===== src/rtl/move_deserializer.sv =====
// rtl/move_deserializer.sv - collects BEATS beats of four move nibbles into one packed word with a nonzero-move count
module move_deserializer #(
    parameter int BEATS = 2
) (
    input  logic                  clk,
    input  logic                  rst_n,
    input  logic                  start,
    input  logic                  valid,
    input  logic [3:0]            in1,
    input  logic [3:0]            in2,
    input  logic [3:0]            in3,
    input  logic [3:0]            in4,
    output logic                  ready,
    output logic [16*BEATS-1:0]   out,
    output logic [3:0]            move_count_out,
    output logic                  done
);

    localparam int W = 16 * BEATS;
    localparam logic [1:0] LAST_BEAT = 2'(BEATS - 1);

    typedef enum logic [1:0] {
        IDLE,
        COLLECT,
        DONE
    } state_t;

    state_t       state;
    state_t       next_state;
    logic [W-1:0] out_reg;
    logic [W-1:0] out_shift;
    logic [15:0]  beat;
    logic [2:0]   nz_count;
    logic [3:0]   move_cnt;
    logic [3:0]   move_cnt_next;
    logic [3:0]   move_count_reg;
    logic [1:0]   beat_cnt;
    logic         done_reg;
    logic         transfer;
    logic         last_transfer;

    assign beat     = {in1, in2, in3, in4};
    assign nz_count = {2'b00, |in1} + {2'b00, |in2} + {2'b00, |in3} + {2'b00, |in4};

    // start wins over valid, so a colliding beat never reaches the datapath
    assign transfer      = valid && (state == COLLECT) && !start;
    assign last_transfer = transfer && (beat_cnt == LAST_BEAT);
    assign move_cnt_next = move_cnt + {1'b0, nz_count};

    generate
        if (BEATS == 1) begin : g_single
            assign out_shift = beat;
        end else begin : g_multi
            assign out_shift = {out_reg[W-17:0], beat};
        end
    endgenerate

    always_ff @(posedge clk or negedge rst_n) begin
        if (!rst_n) begin
            state <= IDLE;
        end else begin
            state <= next_state;
        end
    end

    always_comb begin
        next_state = state;
        ready      = 1'b0;
        case (state)
            IDLE: begin
                if (start) begin
                    next_state = COLLECT;
                end
            end
            COLLECT: begin
                ready = 1'b1;
                if (start) begin
                    next_state = COLLECT;
                end else if (last_transfer) begin
                    next_state = DONE;
                end
            end
            DONE: begin
                if (start) begin
                    next_state = COLLECT;
                end
            end
            default: begin
                next_state = IDLE;
            end
        endcase
    end

    always_ff @(posedge clk or negedge rst_n) begin
        if (!rst_n) begin
            out_reg        <= '0;
            move_cnt       <= '0;
            beat_cnt       <= '0;
            move_count_reg <= '0;
            done_reg       <= 1'b0;
        end else if (start) begin
            out_reg        <= '0;
            move_cnt       <= '0;
            beat_cnt       <= '0;
            move_count_reg <= '0;
            done_reg       <= 1'b0;
        end else if (transfer) begin
            out_reg  <= out_shift;
            move_cnt <= move_cnt_next;
            beat_cnt <= beat_cnt + 2'd1;
            if (last_transfer) begin
                done_reg       <= 1'b1;
                move_count_reg <= move_cnt_next;
            end
        end
    end

    assign out            = out_reg;
    assign move_count_out = move_count_reg;
    assign done           = done_reg;

endmodule


===== config.mk =====
export PLATFORM = sky130hd
export DESIGN_NAME = move_deserializer
export DESIGN_NICKNAME = d
export VERILOG_FILES = /design/src/rtl/move_deserializer.sv
export SDC_FILE = /design/constraint.sdc
export NUM_CORES = 1
export LEC_CHECK = 0
export CAP_MARGIN = 20
export CORE_MARGIN = 3
export CORE_UTILIZATION = 45
export DETAILED_ROUTE_END_ITERATION = 8
export HOLD_SLACK_MARGIN = 0.02
export PLACE_DENSITY = 0.82
export SETUP_SLACK_MARGIN = 0.1
export SKIP_CTS_REPAIR_TIMING = 1
export SLEW_MARGIN = 20
export SYNTH_ARGS = -nofsm -noshare
export SYNTH_HDL_FRONTEND = slang
export SYNTH_SLANG_ARGS = --single-unit

===== constraint.sdc =====
create_clock -name clk -period 4.05 [get_ports clk]
set_input_delay 0.6075 -clock clk [delete_from_list [all_inputs] [get_ports clk]]
set_output_delay 0.6075 -clock clk [all_outputs]
set_load 0.05 [all_outputs]

==> Yosys cells after proc, flatten, opt, wreduce, memory -nomap -nowiden <==
Index checks and enable logic that the tools add are counted.
{ "word_totals": {"ff_bits": 45, "inputBits": 20} }
{ "op_classes": {"add_sub_neg": 5, "n_eq_ne": 5, "muxes": 17, "reduce_logical": 14} }
{ "op_table": {"columns": ["cell", "n"], "rows": [
  ["32-bit 2-to-1 mux", 2],
  ["4-bit 2-to-1 mux", 5],
  ["4-bit OR reduction", 4],
  ["2-bit 2-to-1 mux", 5],
  ["4-bit by 3-bit adder with 4-bit output", 1],
  ["2-bit by 1-bit equality test with 1-bit output, second input constant", 2],
  ["1-bit 2-to-1 mux", 4],
  ["2-bit one-hot mux with 2 select lines", 1],
  ["2-bit AND reduction", 2],
  ["2-bit nonzero test", 2],
  ["2-bit by 1-bit adder with 3-bit output", 1],
  ["3-bit by 1-bit adder with 3-bit output", 1],
  ["1-bit logical AND", 3],
  ["3-bit inequality test, second input constant", 1],
  ["1-bit by 1-bit adder with 2-bit output", 1],
  ["2-bit by 1-bit adder with 2-bit output, second input constant", 1],
  ["2-bit equality test, second input constant", 1],
  ["2-bit zero test", 1],
  ["2-bit by 1-bit inequality test with 1-bit output, second input constant", 1],
  ["2-bit OR reduction", 1],
  ["1-bit zero test", 1]
]} }

==> Longest topological paths before layout <==
{ "depth": {"depth_word": 8, "mapped_depth": 8} }

==> Least setup slack after synthesis <==
No wires, ideal clock.
{ "synth_timing": {"path_type": "input port to flip-flop", "from": "input in1[3]", "to": "register move_cnt[1]", "setup_ps": 136, "arrival_ps": 2488, "required_time_ps": 3914, "slack_ps": 1426, "stages": 7, "n_path_buf": 0, "path_cell_list": "nor4_1 > fa_1 > fa_1 > inv_1 > fa_1 > nand2_1 > a21oi_1"} }
{ "synth_between": {"elab_chain_len": 7} }
{ "synth_rtl": {"columns": ["item", "line", "rtl"], "rows": [
  ["start, declared", "9", "input logic [3:0] in1,"],
  ["4-bit OR reduction", "43", "assign nz_count = {2'b00, |in1} + {2'b00, |in2} + {2'b00, |in3} + {2'b00, |in4};"],
  ["1-bit by 1-bit adder with 2-bit output", "43", null],
  ["2-bit by 1-bit adder with 3-bit output", "43", null],
  ["3-bit by 1-bit adder with 3-bit output", "43", null],
  ["4-bit by 3-bit adder with 4-bit output", "48", "assign move_cnt_next = move_cnt + {1'b0, nz_count};"],
  ["4-bit 2-to-1 mux", "107", "end else if (transfer) begin"],
  ["4-bit 2-to-1 mux", "101", "end else if (start) begin"],
  ["end signal, assigned", "109", "move_cnt <= move_cnt_next;"],
  ["end, declared", "34", "logic [3:0] move_cnt;"]
]} }
No other way between the ends. The select of a mux whose other input is x is not followed.
A chain may end at the register's enable or synchronous reset.

==> Worst setup path after layout <==
Same ends and word-level chain as after synthesis.

==> qor.csv <==
metric,value,unit
vias post-DR,1604,
clk sinks,45,
number of diodes,0,
Synth Register Bits,45,
GR Overflow Total,0,
Final Non-Filler Cells,311,
critical path arrival,3120,ps
unrepaired setup endpoints after global routing,false,
initial DRC count,182,
die area,5220,um^2
Area contributors post-synth,"dfrtp_1, nand2_1, a21oi_1",
Setup WS post-layout,1070,ps
"Seq/Total Area, Yosys",0.570,
crit path time final,2980,ps
Post-Layout Inst Area,2640,um^2
CTS tree,yes,
routability cong.,0.756,
share of the synthesized area in the top cell type,0.570,
CP max FO,2,
Largest register FFs,32,
fin crit share,0.736,
Post-Place Setup Slack,734,ps
pwr dens,456,nW/um^2
latest clock arrival within the worst-skew pair,290,ps
Setup CP Type,in2reg,
fin util,0.641,
pin count of the biggest net entering global routing,46,
clock skew,3.91,ps
post-route setup TNS,0,ps
Post-DP HPWL,2.98,mm
LEAKAGE,1.11,nW
distinct cell type count after synthesis,26,
Max Cap Viol,0,
"Cell Area, Placed",2530,um^2
Syn Nets,234,
vias in the first global route,1576,
Row Count,23,
Die H,72.3,um
"area leader, netlist",dfrtp_1,
P&R area growth vs syn,33.6,%
GRT Total Usage,0.181,
Startpoint Class,input pin,
initial antenna violation count,0,
fin nets,286,
Clock Path Buffers,2,
Reg2Reg Depth,7,
CP endpoint kind,flop,
mean area per synthesized cell,9.45,um^2
Mapped Cells,209,
critical path data required time,4190,ps
Max stage delay on crit path,550,ps
worst min-delay path class,in2async,
vias per cell,5.16,
power after layout,1.20,mW
most frequent cells in the layout,"nand2_1, clkdlybuf4s50_1, dfrtp_1",
Fill cells,354,
slowest cell on the critical path,fa_1,
worst path cell trace,"clkdlybuf4s50_1, nor4_1, fa_1, fa_1, inv_1, fa_1, nand2_1, a21oi_1",
Clock transition at path regs,80,ps
first-pass GRT wire length,7.44,mm
Synthesis Warnings,0,
drt wl/cell,14.1,um
final number of setup-violating endpoints,0,
FF-to-FF Start,move_cnt[0]$_DFFE_PN0P_,
"Hold Vio Cnt, Final",0,
# port buffers,57,
slew margin rel.,0.348,
R2R setup slack,1800,ps
worst hold slack,463,ps
Final Max Tran Viols,0,
CTS H-tree lvls,2,
initial core utilization,0.480,
Routed Antenna Nets,0,
VDD IR-drop max,0.306,mV
layout cells sized above 1,0.0498,
Inst Count DP,304,
worst flop-to-flop path endpoint,move_cnt[1]$_DFFE_PN0P_,
cts bufs inserted,5,
drt drc,0,
Post-Syn Area,1980,um^2
IO Count,58,
total core area,4120,um^2
drt first pass iters,4,
cell repeated most along the worst path,fa_1,
status,"finished, final reports clean",
chip width,72.3,um
fmax,0.336,GHz
"commonest non-fill, non-tap cell in the layout",nand2_1,
Routed WL,4.39,mm
root buf cell,clkbuf_8,
Slew @ Worst Pin,977,ps
## worst max path at each step
stage,depth (start not counted),end,from,slack (ps)
global placement,8,move_cnt[1]$_DFFE_PN0P_,in1[3],840
global route,8,move_count_out[3]$_DFFE_PN0P_,in1[3],890
floorplan,7,move_cnt[1]$_DFFE_PN0P_,in1[3],1430
detailed placement,8,move_cnt[1]$_DFFE_PN0P_,in1[3],730
CTS,8,move_cnt[1]$_DFFE_PN0P_,in1[3],1030
finish,8,move_cnt[1]$_DFFE_PN0P_,in1[3],1070
## final cells by class
type                    instances  area (um^2)  area share
clock buffers                   5         68.8      0.0261
clock inverters                 2         35.0      0.0133
inverters                       4         15.0     0.00569
multi-input cells             146          751       0.284
flip-flops and latches         45         1130       0.427
well taps                      50         62.6      0.0237
repair buffers                 59          581       0.220
## synth_stat cells
cell,instances
buf_4,3
clkbuf_1,4
a211oi_1,2
xnor2_1,2
nor2_1,11
o21ai_0,1
ha_1,2
nand2_2,1
a211oi_2,2
dfrtp_1,45
nor2b_1,1
buf_1,1
a21oi_1,38
and2b_1,1
xor2_1,3
nor4_1,4
nand2b_1,1
inv_1,4
o211ai_1,1
nand4b_1,1
buf_2,4
buf_6,2
fa_1,3
and3_1,1
and3b_1,1
nand2_1,70
## cells by family (layout without fill, tap and decap cells)
group / after synthesis / count (layout) / share of synthesized area
AO/OA/AOI/OAI: 44 / 44 / 0.123
XOR/XNOR: 5 / 5 / 0.0222
adder cells (fa/ha/maj): 5 / 5 / 0.0431
buffers and inverters: 18 / 70 / 0.0500
flip-flops: 45 / 45 / 0.570
AND/OR/NAND/NOR: 92 / 92 / 0.192
## worst max-delay path: cells and delay by family
family                     cells  cell delay, ps
adders and majority gates      3            1430
and+or+nand+nor                2             510
buffers and inverters          2             500
AOI/OAI and AO/OA              1              70
## layer usage
layer | vias up | track usage | share of wire
li1 | 777 | - | -
met1 | 775 | 0.257 | 0.46
met2 | 46 | 0.275 | 0.46
met3 | 6 | 0.0485 | 0.064
met4 | 0 | 0.0501 | 0.011
met5 | - | 0 | 0
## where the power goes
part           switching, mW  leakage (nW)  internal (mW)
combinational          0.238         0.444          0.119
sequential            0.0309         0.608          0.490
clock                  0.145        0.0540          0.179
Power figures use the tool's default switching activity.
